--- src/rtl/bus_arbiter.sv ---
// Two-master, one-slave bus arbiter for the multicycle core's data bus.
// Master 0 is the CPU load/store port and master 1 is the DMA/loader.
// Each transfer runs IDLE -> SETUP -> ACCESS -> DONE with an APB-style
// handshake, and a watchdog ends ACCESS phases that stall too long.
module bus_arbiter #(
  parameter int ADDR_W      = 32,
  parameter int DATA_W      = 32,
  parameter int TIMEOUT     = 16,
  parameter int PRIORITY_M0 = 0
) (
  input  logic              clk,
  input  logic              reset,
  input  logic              m0_req,
  input  logic              m0_we,
  input  logic [ADDR_W-1:0] m0_addr,
  input  logic [DATA_W-1:0] m0_wdata,
  input  logic [2:0]        m0_strb,
  output logic [DATA_W-1:0] m0_rdata,
  output logic              m0_ready,
  output logic              m0_err,
  input  logic              m1_req,
  input  logic              m1_we,
  input  logic [ADDR_W-1:0] m1_addr,
  input  logic [DATA_W-1:0] m1_wdata,
  input  logic [2:0]        m1_strb,
  output logic [DATA_W-1:0] m1_rdata,
  output logic              m1_ready,
  output logic              m1_err,
  output logic [1:0]        grant,
  output logic              s_sel,
  output logic              s_enable,
  output logic              s_write,
  output logic [ADDR_W-1:0] s_addr,
  output logic [DATA_W-1:0] s_wdata,
  output logic [2:0]        s_strb,
  input  logic [DATA_W-1:0] s_rdata,
  input  logic              s_ready
);

  localparam int CNT_W = $clog2(TIMEOUT + 1);

  typedef enum logic [1:0] {
    IDLE,
    SETUP,
    ACCESS,
    DONE
  } state_t;

  state_t           state;
  state_t           state_next;
  logic [CNT_W-1:0] count;
  logic             owner;
  logic             last_grant;
  logic             pick_m1;
  logic             any_req;
  logic             timeout_hit;

  assign any_req     = m0_req | m1_req;
  assign timeout_hit = (count == CNT_W'(TIMEOUT - 1));

  // Winner choice: a lone requester always wins; on a tie either m0 wins
  // outright or the master that did not own the bus last time wins.
  always_comb begin
    pick_m1 = 1'b0;
    if (m0_req && m1_req) begin
      if (PRIORITY_M0 != 0) begin
        pick_m1 = 1'b0;
      end else begin
        pick_m1 = ~last_grant;
      end
    end else begin
      pick_m1 = m1_req;
    end
  end

  // State register, forced back to IDLE the moment reset asserts.
  always_ff @(posedge clk or negedge reset) begin
    if (!reset) begin
      state <= IDLE;
    end else begin
      state <= state_next;
    end
  end

  // Next-state logic: SETUP always lasts one cycle, ACCESS ends on slave
  // completion or watchdog expiry, DONE always returns to IDLE.
  always_comb begin
    state_next = state;
    case (state)
      IDLE:    if (any_req) state_next = SETUP;
      SETUP:   state_next = ACCESS;
      ACCESS:  if (s_ready || timeout_hit) state_next = DONE;
      DONE:    state_next = IDLE;
      default: state_next = IDLE;
    endcase
  end

  // Transfer bookkeeping: latch the winner's request, run the watchdog,
  // and capture the completion result into the owning master's registers.
  always_ff @(posedge clk or negedge reset) begin
    if (!reset) begin
      owner      <= 1'b0;
      last_grant <= 1'b1;
      grant      <= 2'b00;
      count      <= '0;
      s_write    <= 1'b0;
      s_addr     <= '0;
      s_wdata    <= '0;
      s_strb     <= '0;
      m0_rdata   <= '0;
      m1_rdata   <= '0;
      m0_err     <= 1'b0;
      m1_err     <= 1'b0;
    end else begin
      case (state)
        IDLE: begin
          if (any_req) begin
            owner      <= pick_m1;
            last_grant <= pick_m1;
            grant      <= pick_m1 ? 2'b10 : 2'b01;
            s_write    <= pick_m1 ? m1_we    : m0_we;
            s_addr     <= pick_m1 ? m1_addr  : m0_addr;
            s_wdata    <= pick_m1 ? m1_wdata : m0_wdata;
            s_strb     <= pick_m1 ? m1_strb  : m0_strb;
          end
        end
        SETUP: begin
          count <= '0;
        end
        ACCESS: begin
          if (s_ready) begin
            if (owner) begin
              m1_rdata <= s_rdata;
              m1_err   <= 1'b0;
            end else begin
              m0_rdata <= s_rdata;
              m0_err   <= 1'b0;
            end
          end else if (timeout_hit) begin
            if (owner) begin
              m1_rdata <= '0;
              m1_err   <= 1'b1;
            end else begin
              m0_rdata <= '0;
              m0_err   <= 1'b1;
            end
          end else begin
            count <= count + 1'b1;
          end
        end
        DONE: begin
          grant <= 2'b00;
        end
        default: begin
          grant <= 2'b00;
        end
      endcase
    end
  end

  assign s_sel    = (state == SETUP) || (state == ACCESS);
  assign s_enable = (state == ACCESS);
  assign m0_ready = (state == DONE) && !owner;
  assign m1_ready = (state == DONE) && owner;

endmodule

--- config.mk ---
export PLATFORM = sky130hd
export DESIGN_NAME = bus_arbiter
export DESIGN_NICKNAME = d
export VERILOG_FILES = /design/src/rtl/bus_arbiter.sv
export SDC_FILE = /design/constraint.sdc
export NUM_CORES = 1
export LEC_CHECK = 0
export ABC_CLOCK_PERIOD_IN_PS = 2400
export CAP_MARGIN = 20
export CORE_UTILIZATION = 35
export CTS_BUF_LIST = sky130_fd_sc_hd__clkbuf_4 sky130_fd_sc_hd__clkbuf_8 sky130_fd_sc_hd__clkbuf_16
export DETAILED_ROUTE_END_ITERATION = 12
export DONT_BUFFER_PORTS = 1
export GPL_ROUTABILITY_DRIVEN = 0
export PLACE_DENSITY_LB_ADDON = 0.1
export SLEW_MARGIN = 10
export SYNTH_ARGS = -nofsm -noshare
export SYNTH_HDL_FRONTEND = slang
export SYNTH_SLANG_ARGS = --single-unit
--- constraint.sdc ---
create_clock -name clk -period 2.4 [get_ports clk]
set_input_delay 0.48 -clock clk [delete_from_list [all_inputs] [get_ports clk]]
set_output_delay 0.48 -clock clk [all_outputs]
set_load 0.1 [all_outputs]
==> key figures <==
Run status
  • Outcome: complete, but fails checks
  • Failing checks: hold timing

Logic synthesis
  • Cell variety after synth: 37
  • Syn nets: 730
  • Cell taking the most area after synthesis: dfrtp_1
  • Synth Cell Area: 6120 um2
  • Largest family of logic cells by synthesized area: compound AO/OA/AOI/OAI gates
  • Post-synthesis xor/xnor area fraction: 0%
  • YS warnings: 0
  • Mapped Avg Cell Area: 11.11 um2
  • Fraction of the mapped netlist area in simple logic gates: 12.59%
  • Synth top area share: 58.88%
  • Post-synthesis compound-gate area fraction: ~22%
  • Post-synthesis mux area share: 1.002%
  • Adder-Cell Fraction of Synth Area: 1.227%
  • Sequential share of the synthesized area: 59.31%
  • #FFs+latches synth: 145
  • Synth Instances: 551
  • Area contributors post-synth: dfrtp_1, a221o_1, o21ai_0, and2_1, nand2_1

Route
  • Initial DRC count: 290
  • Met3 routed WL: between 1500 and 2000 um
  • Top layer in use: met4
  • Antenna Nets Post-Route: 0
  • Routed wire length: 17060 um
  • DR vias/cell: 5.334
  • Via count: 4491
  • Met1 WL: 6522 um
  • Number of remaining DRC errors: 0
  • Detailed Routing Iterations Pass 1: 4
  • Post-DR wirelength/cell: 20.26 um
  • WL met2: ~8700 um

Layout
  • Area of the multi-input gates: 2247 um2
  • Area grow syn2layout: 21.84%
  • Most common cell after layout, fill and taps aside: dfrtp_1
  • Sequential Area: 3630 um2
  • Layout fillers: 1618
  • Fin nets: 788
  • Commonest non-fill, non-tap cells in the layout: dfrtp_1, o21ai_0, buf_4, nand2_1, a221o_1
  • Ant diodes: 0
  • Share of cells above drive strength 1: 20.10%

STA
  • WHS: -244.1 ps
  • Max Freq: 465.1 MHz
  • Hold Vio Cnt, Final: 145
  • Tightest Pin Transition: 975.6 ps
  • Slew margin rel.: 34.96%
  • Setup_tns: 0 ps
  • Fin crit share: 89.58%
  • Min cycle time layout: 2150 ps
  • Final Max Slew Viols: 0
  • Setup violators final: 0
  • RSZ-0062 raised after global routing: no
  • Clock skew: about 10 ps

Clock tree
  • CTS tree: yes
  • Clock-pin slew on the worst setup and hold paths: 60 ps
  • Clock Latency Late Sink: 420 ps
  • Number of buffers created by CTS: 17
  • Post-CTS Setup Bufs: 0
  • Clk root buf: clkbuf_16
  • Clk sinks: 145
  • Clock buffer depth: 2
  • Htree depth: 4

Job
  • Max-cap violations: 0

Global routing
  • Gr ovfl total: 0
  • Largest net degree at the start of global routing: 146
  • Vias in the first global route: 4477
  • Initial antenna violation count: 0
  • Global-route wire length before repair: 25660 um
  • GR Util All Layers: approximately a fifth

Floorplanning
  • Area of the die: 18020 um2
  • Starting Density: 36.39%
  • Core area: 16820 um2
  • Top-Level Pins: between 300 and 400
  • Rows: 47
  • Die Ht: between 100 and 150 um
  • DIE WIDTH: approximately 130 um

Setup path
  • CP Max Fanout: 12
  • Critical path launch point type: register
  • Crit path required time: 1920 ps
  • CP endpoint kind: output pin
  • WP data arrival: 1670 ps
  • Worst Path Class, Setup: register to output pin

Worst hold path
  • HP Class: primary input to asynchronous set/reset pin

Placement
  • Port bufs: 0
  • Post-DP HPWL: 11830 um
## registers in the layout, summed over array words and instances, names as in the netlist
name and cells:
last_grant 1, m1_err 1, m0_rdata 32, state 2, grant 2, m0_err 1, count 5, owner 1
m1_rdata 32, s_wdata 32, s_strb 3, s_addr 32, s_write 1
## cell usage after synthesis
| cell | n |
|---|---|
| nor3b_1 | 1 |
| nand2_1 | 77 |
| nor2_2 | 2 |
| o21ai_0 | 104 |
| a221o_1 | 64 |
| mux2i_1 | 5 |
| dfrtp_1 | 144 |
| o22ai_1 | 2 |
| a21oi_1 | 2 |
| buf_6 | 5 |
| nand3_1 | 1 |
| and2_0 | 10 |
| o21ai_1 | 1 |
| o32a_1 | 1 |
| buf_2 | 17 |
| and2_1 | 55 |
| ha_1 | 6 |
| o21ai_2 | 1 |
| o311ai_0 | 1 |
| a22o_1 | 1 |
| and2_4 | 1 |
| a21boi_4 | 1 |
| or2_2 | 1 |
| inv_1 | 9 |
| a21o_1 | 3 |
| o211ai_1 | 1 |
| nand4_1 | 2 |
| nor2_1 | 1 |
| o221ai_1 | 2 |
| and3_1 | 1 |
| nand2b_1 | 1 |
| clkbuf_1 | 21 |
| buf_4 | 1 |
| mux2_2 | 1 |
| nor2b_1 | 1 |
| a41o_1 | 3 |
| dfstp_2 | 1 |
## per-stage QoR
stage	cell area, um2	hold slack [ps]	setup slack (ps)	instances	util, %
final	7456	-244.1	250.1	842	44.33
after global routing	7456	-278.1	170.6	842	44.33
after CTS	7456	-269.8	227.9	842	44.33
after detailed placement	6859	190.1	341.1	810	40.78
after global placement	6859	189.0	428.8	810	40.78
after floorplan	6122	184.4	112.2	551	-
## area by class of cell
class	count	area share [%]
multi-input cells	353	30.14
clock buffers	19	5.991
inverters	9	0.4531
flip-flops and latches	145	48.68
well taps	220	3.692
repair buffers	83	9.028
clock inverters	13	2.014
## metal layers
metal	vias up	track usage [%]
li1	2096	-
met1	2191	21.19
met2	190	32.30
met3	14	7.974
met4	0	6.429
met5	-	0
## critical path: stages, from the launching register on
cell	delay, ps
dfrtp_1	370
inv_1	80
ha_1	570
buf_12	230
## repair_timing
| action | in CTS | in global routing |
|---|---|---|
| setup endpoints to repair | 0 | 0 |
| endpoints found under the hold margin | 145 | 145 |
| resized for setup | 0 | 0 |
## path summary, 6_finish.rpt
check                      slack [ps]                    start  cells past startpoint                 endpoint
setup / recovery                  250     state[0]$_DFFE_PN0P_                      3                    s_sel
hold / removal                   -240                    reset                      0  s_wdata[22]$_DFFE_PN0P_
setup reg to reg                  320     state[0]$_DFFE_PN0P_                      6  s_wdata[28]$_DFFE_PN0P_
hold reg to reg                   500  m1_rdata[0]$_DFFE_PN0P_                      2  m1_rdata[0]$_DFFE_PN0P_
max in group asynchronous        2400                    reset                      0   last_grant$_DFFE_PN1P_
min in group clk                  180                  s_ready                      1       m0_err$_DFFE_PN0P_
## kinds of logic after synthesis
logic type      after synthesis
flops                       145
fa+ha+maj                     6
simple gates                154
mux                           6
compound gates              187
buf+inv                      53
Power is left out: the tool's default activity adds up to more than one toggle a clock period on the data nets, which glitch-free logic cannot reach.
